File: src/rtl/tanh_pkg.sv
// Shared definitions for the tanh table-interpolation sequencer: default
// widths, derived table constants, FSM state encoding and the sign-safe
// magnitude helper.
package tanh_pkg;

    localparam int TANH_DATA_W = 32;
    localparam int TANH_FRAC_W = 8;
    localparam int TANH_SHIFT  = 6;
    localparam int TANH_ADDR_W = 5;

    // 1.0 in Q.FRAC_W and the number of table entries
    localparam logic [TANH_DATA_W-1:0] ONE = TANH_DATA_W'(1) << TANH_FRAC_W;
    localparam int N = 1 << TANH_ADDR_W;

    typedef enum logic [2:0] {
        IDLE,
        RD_BASE,
        RD_NEXT,
        CALC,
        OUT
    } state_t;

    // |x| with one extra bit so the most-negative input does not wrap
    function automatic logic [TANH_DATA_W:0] abs_ext(input logic [TANH_DATA_W-1:0] x);
        logic [TANH_DATA_W:0] ext;
        ext = {x[TANH_DATA_W-1], x};
        return x[TANH_DATA_W-1] ? (~ext + 1'b1) : ext;
    endfunction

endpackage

File: src/rtl/tanh_lerp.sv
// Combinational linear interpolation between two adjacent table entries:
// lerp = base + ((next - base) * frac) >>> SHIFT, truncated to DATA_W.
module tanh_lerp #(
    parameter int DATA_W = 32,
    parameter int SHIFT  = 6
) (
    input  logic [DATA_W-1:0] base,
    input  logic [DATA_W-1:0] next,
    input  logic [SHIFT-1:0]  frac,
    output logic [DATA_W-1:0] lerp
);

    // Product needs DATA_W+1 bits of signed difference times an unsigned
    // SHIFT-bit fraction (one extra bit for its zero sign).
    localparam int PROD_W = DATA_W + SHIFT + 2;

    logic signed [DATA_W:0]   diff;
    logic signed [PROD_W-1:0] diff_ext;
    logic signed [PROD_W-1:0] frac_ext;
    logic signed [PROD_W-1:0] prod;

    assign diff     = $signed({next[DATA_W-1], next}) - $signed({base[DATA_W-1], base});
    assign diff_ext = {{(PROD_W-DATA_W-1){diff[DATA_W]}}, diff};
    assign frac_ext = {{(PROD_W-SHIFT){1'b0}}, frac};
    assign prod     = diff_ext * frac_ext;
    assign lerp     = base + DATA_W'(prod >>> SHIFT);

endmodule

File: src/rtl/tanh_lut_sequencer.sv
// Sequencer computing tanh(x) from an external 1-cycle-latency LUT ROM:
// handshakes x in, splits |x| into table index and fraction, reads two
// adjacent entries, interpolates, restores the sign and hands y out.
// Inputs beyond the last interpolation interval saturate to +/-1.0.
module tanh_lut_sequencer
    import tanh_pkg::*;
#(
    parameter int DATA_W = TANH_DATA_W,
    parameter int FRAC_W = TANH_FRAC_W,
    parameter int SHIFT  = TANH_SHIFT,
    parameter int ADDR_W = TANH_ADDR_W
) (
    input  logic              clk,
    input  logic              rst,
    input  logic              in_valid,
    output logic              in_ready,
    input  logic [DATA_W-1:0] in_x,
    output logic              out_valid,
    input  logic              out_ready,
    output logic [DATA_W-1:0] out_y,
    output logic              rom_en,
    output logic [ADDR_W-1:0] rom_addr,
    input  logic [DATA_W-1:0] rom_data,
    output logic              busy
);

    localparam logic [DATA_W-1:0] ONE_Y  = DATA_W'(1) << FRAC_W;
    localparam int                IDX_W  = DATA_W - SHIFT + 1;
    localparam logic [IDX_W-1:0]  SAT_AT = IDX_W'((1 << ADDR_W) - 1);

    state_t state_reg;
    state_t state_next;

    logic              sign_reg;
    logic [ADDR_W-1:0] idx_reg;
    logic [SHIFT-1:0]  frac_reg;
    logic [DATA_W-1:0] base_reg;
    logic [DATA_W-1:0] y_reg;

    logic [DATA_W:0]   mag;
    logic [IDX_W-1:0]  idx_full;
    logic              sat;
    logic              accept;
    logic [DATA_W-1:0] lerp;

    assign mag      = abs_ext(in_x);
    assign idx_full = mag[DATA_W:SHIFT];
    // The last interval that has a "next" entry is N-2; beyond that saturate.
    assign sat      = (idx_full >= SAT_AT);
    assign accept   = in_valid && (state_reg == IDLE);

    // Interpolate between the captured base entry and the live next entry.
    tanh_lerp #(
        .DATA_W(DATA_W),
        .SHIFT (SHIFT)
    ) u_lerp (
        .base(base_reg),
        .next(rom_data),
        .frac(frac_reg),
        .lerp(lerp)
    );

    // State register
    always_ff @(posedge clk or posedge rst) begin
        if (rst) state_reg <= IDLE;
        else     state_reg <= state_next;
    end

    // Next-state logic
    always_comb begin
        state_next = state_reg;
        case (state_reg)
            IDLE:    if (accept) state_next = sat ? OUT : RD_BASE;
            RD_BASE: state_next = RD_NEXT;
            RD_NEXT: state_next = CALC;
            CALC:    state_next = OUT;
            OUT:     if (out_ready) state_next = IDLE;
            default: state_next = IDLE;
        endcase
    end

    // Moore outputs: handshakes and ROM strobe decoded from state
    always_comb begin
        in_ready  = 1'b0;
        out_valid = 1'b0;
        rom_en    = 1'b0;
        rom_addr  = '0;
        busy      = (state_reg != IDLE);
        case (state_reg)
            IDLE:    in_ready = 1'b1;
            RD_BASE: begin
                rom_en   = 1'b1;
                rom_addr = idx_reg;
            end
            RD_NEXT: begin
                rom_en   = 1'b1;
                rom_addr = idx_reg + 1'b1;
            end
            OUT:     out_valid = 1'b1;
            default: ;
        endcase
    end

    assign out_y = y_reg;

    // Datapath: split x on accept, capture base entry, register the result
    always_ff @(posedge clk or posedge rst) begin
        if (rst) begin
            sign_reg <= 1'b0;
            idx_reg  <= '0;
            frac_reg <= '0;
            base_reg <= '0;
            y_reg    <= '0;
        end else begin
            if (accept) begin
                sign_reg <= in_x[DATA_W-1];
                idx_reg  <= mag[SHIFT +: ADDR_W];
                frac_reg <= mag[SHIFT-1:0];
                if (sat) y_reg <= in_x[DATA_W-1] ? (~ONE_Y + 1'b1) : ONE_Y;
            end
            if (state_reg == RD_NEXT) base_reg <= rom_data;
            if (state_reg == CALC)    y_reg    <= sign_reg ? (~lerp + 1'b1) : lerp;
        end
    end

endmodule

File: config.mk
export PLATFORM = sky130hd
export DESIGN_NAME = tanh_lut_sequencer
export DESIGN_NICKNAME = d
export VERILOG_FILES = /design/src/rtl/tanh_pkg.sv /design/src/rtl/tanh_lerp.sv /design/src/rtl/tanh_lut_sequencer.sv
export SDC_FILE = /design/constraint.sdc
export NUM_CORES = 1
export LEC_CHECK = 0
export ABC_AREA = 1
export BUFFER_PORTS_ARGS = -buffer_cell sky130_fd_sc_hd__buf_4
export CORE_ASPECT_RATIO = 1.25
export CORE_MARGIN = 4
export CORE_UTILIZATION = 45
export CTS_BUF_LIST = sky130_fd_sc_hd__clkbuf_16
export CTS_CLUSTER_SIZE = 12
export DETAILED_ROUTE_END_ITERATION = 10
export SLEW_MARGIN = 10
export SYNTH_ARGS = -nofsm -noshare
export SYNTH_HDL_FRONTEND = slang
export SYNTH_SLANG_ARGS = --single-unit
File: constraint.sdc
create_clock -name clk -period 21.4 [get_ports clk]
set_input_delay 1.07 -clock clk [delete_from_list [all_inputs] [get_ports clk]]
set_output_delay 1.07 -clock clk [all_outputs]
set_load 0.05 [all_outputs]
==> out/summary.txt <==
Clock Skews -> 0.0110 ns
Initial DRC count -> 901
EDFF count, synth -> 0
Worst Tran Pin Value -> 1.10 ns
Clk slew on worst S/H paths -> 0.06 ns
Row cnt -> 77
FFs w/ async S/R, synth -> 1.00
CTS Hold Bufs -> 0
Max incr delay on CP -> 0.55 ns
PortBufs -> 108
Final nets -> 2957
Adder-Cell Fraction of Synth Area -> 0.272
Total iterations of the first detailed-routing run -> 6
Die H -> 219 µm
CP arrival -> 10.30 ns
Core region area -> 0.0353 mm²
Fmax -> 99.1 MHz
RD Place Congestion -> 0.951
Avg Cell Area, Syn -> 6.31 µm²
Die width -> 177 µm
DR vias -> 16000
Routed length per placed instance -> 16.1 µm
First-pass GRT wire length -> 79.9 mm
Syn nets -> 2877
Antenna diodes -> 0
Synth area leader -> fa_1
R2r setup slk -> 11.73 ns
Min-Delay Endpoint -> out_y[9]$_DFFE_PP0P_
Placed cells -> 3082
Min-Delay Path Class -> reg2reg
Total Neg Setup Slack -> 0 ns
Complex-gate fraction of the synthesized area -> 0.0883
Max Cap Viol -> 0
# DRC -> 0
Post-cts resize count -> 0
Yosys warns -> 0
List of most frequent post-synthesis cells -> 698 x nand2_1, 467 x inv_1, 333 x nor2_1
Worst-case reg-to-reg path depth -> 49
Yosys top cell area share -> 0.164
Netlist cell types -> 48
Mapped Cells -> 2539
Multiplexer share of the synthesized area -> 0
Post-Synth Simple-Gate Area -> 0.341
Crit path from -> rom_data[10]
Gr ovfl total -> 0
DR vias/cell -> 5.18
Hold Path Cell Cnt -> 2
Hold Path Origin -> out_y[9]$_DFFE_PP0P_
Max Slew Vio Count -> 0
Critical Path Start Type -> input port
Mapped cell area -> 0.0160 mm²
I/O pin cnt -> 109
Slowest-stage cell, CP -> fa_1
Seq/Total Area, Yosys -> 0.123
RR Startpoint -> base_reg[2]$_DFFE_PP0P_
Synth area leaders -> fa_1 16%, nand2_1 16%, dfrtp_1 12%
Clock sink total -> 79
Routed Antenna Nets -> 0
DP HPWL -> 42.3 mm
Initial antenna violation count -> 0
Crit. End Element -> flop
Clk buf depth -> 2
Share of cells above drive strength 1 -> 0.0644
H-tree Lvls -> 3
Crit Path Category -> in2reg
Max-slew headroom -> 0.268
Most frequent CP cell -> nand2_1
Unrepaired setup endpoints after global routing -> false
Most frequent cell after synthesis -> nand2_1
Hold slack -> 0.472 ns
Post-route clock period utilization -> 0.472
Status -> completed
Final hold vios -> 0
Seq cells post-synth -> 79
Final non-filler cell total -> 3098
Final Critical Period -> 10.09 ns
CP required -> 21.61 ns
Largest net degree at the start of global routing -> 80
Synth Flop Type -> dfrtp_1
Vias in the first global route -> 15800
TritonCTS clock tree -> built
Die area -> 0.0387 mm²
Setup Buffers After CTS -> 0
Largest family of logic cells by synthesized area -> simple AND/OR/NAND/NOR gates
GRT Overall Usage -> 0.258
Post-Synth XOR/XNOR Area -> 0.0514
Total wire length -> 49.8 mm
Maximum fanout along the worst path -> 7
Clk root buf -> clkbuf_16
RR Endpoint -> out_y[27]$_DFFE_PP0P_
Num CTS Buffers -> 9
Final setup viols -> 0
Post-route cell area -> 0.0176 mm²
Placed Area -> 0.0173 mm²
Worst-skew pair later-pin latency -> 0.38 ns
Area grow syn2layout -> 9.66%
Starting Density -> 0.455
worst max-delay path by stage:
stage | to | slack, ns
3_5_place_dp | out_y[27]$_DFFE_PP0P_ | 10.99
5_1_grt | out_y[27]$_DFFE_PP0P_ | 10.63
4_1_cts | out_y[27]$_DFFE_PP0P_ | 11.35
2_1_floorplan | out_y[30]$_DFFE_PP0P_ | 12.94
6_report | out_y[27]$_DFFE_PP0P_ | 11.31
3_3_place_gp | out_y[27]$_DFFE_PP0P_ | 11.06
worst max-delay path: cells and delay by family:
family	cells	cell delay, ns
fa+ha+maj	7	3.21
simple gates	26	3.31
compound gates	9	2.14
buf+inv	6	0.47
xor+xnor	1	0.09
cell families (layout without fill, tap and decap cells):
| family | after synthesis | in the layout |
|---|---|---|
| AO/OA/AOI/OAI | 262 | 262 |
| XOR/XNOR | 94 | 94 |
| adder cells (fa/ha/maj) | 270 | 270 |
| buffers and inverters | 521 | 606 |
| flip-flops | 79 | 79 |
| AND/OR/NAND/NOR | 1313 | 1313 |
cell usage in the layout (no fill, tap or decap), types with 4 or more instances in the layout:
cell and count:
xnor2_1 27, xor2_1 67, a21o_1 7, inv_1 466
nor2_2 6, nand2_1 698, a21oi_1 104, nor3_1 19
clkbuf_16 9, o21bai_1 7, or2_2 6, nand3_1 163
dfrtp_1 79, ha_1 139, buf_4 117, nor3_2 4
o211ai_1 4, nand2_2 5, fa_1 131, inv_2 4
nor2_1 333, nand4_1 50, a31oi_1 7, nand3b_1 7
o21ai_0 111, o21ai_1 6, and2_1 7
through the flow:
step           setup slack, ns  utilization
5_1_grt                  10.63        0.499
4_1_cts                  11.35        0.499
3_3_place_gp             11.06        0.491
2_1_floorplan            12.94            -
6_report                 11.31        0.499
3_5_place_dp             10.99        0.491
layer usage:
metal | vias to the layer above | track usage | routed length, µm
met4 | 0 | 0.106 | 2140
met3 | 91 | 0.0286 | 1840
met5 | - | 0 | 0
met1 | 7510 | 0.317 | 21100
met2 | 364 | 0.460 | 24700
li1 | 8068 | - | -
final cells by class:
cell class	count	area, µm²
tap	474	593
inverter	473	1780
sequential	79	1980
clock buffer	9	225
clock inverter	7	50.0
timing repair buffer	117	878
fill	3802	17700
multi-input combinational	1939	12100
Power is left out: the tool's default activity adds up to more than one toggle a clock period on the data nets, which glitch-free logic cannot reach.
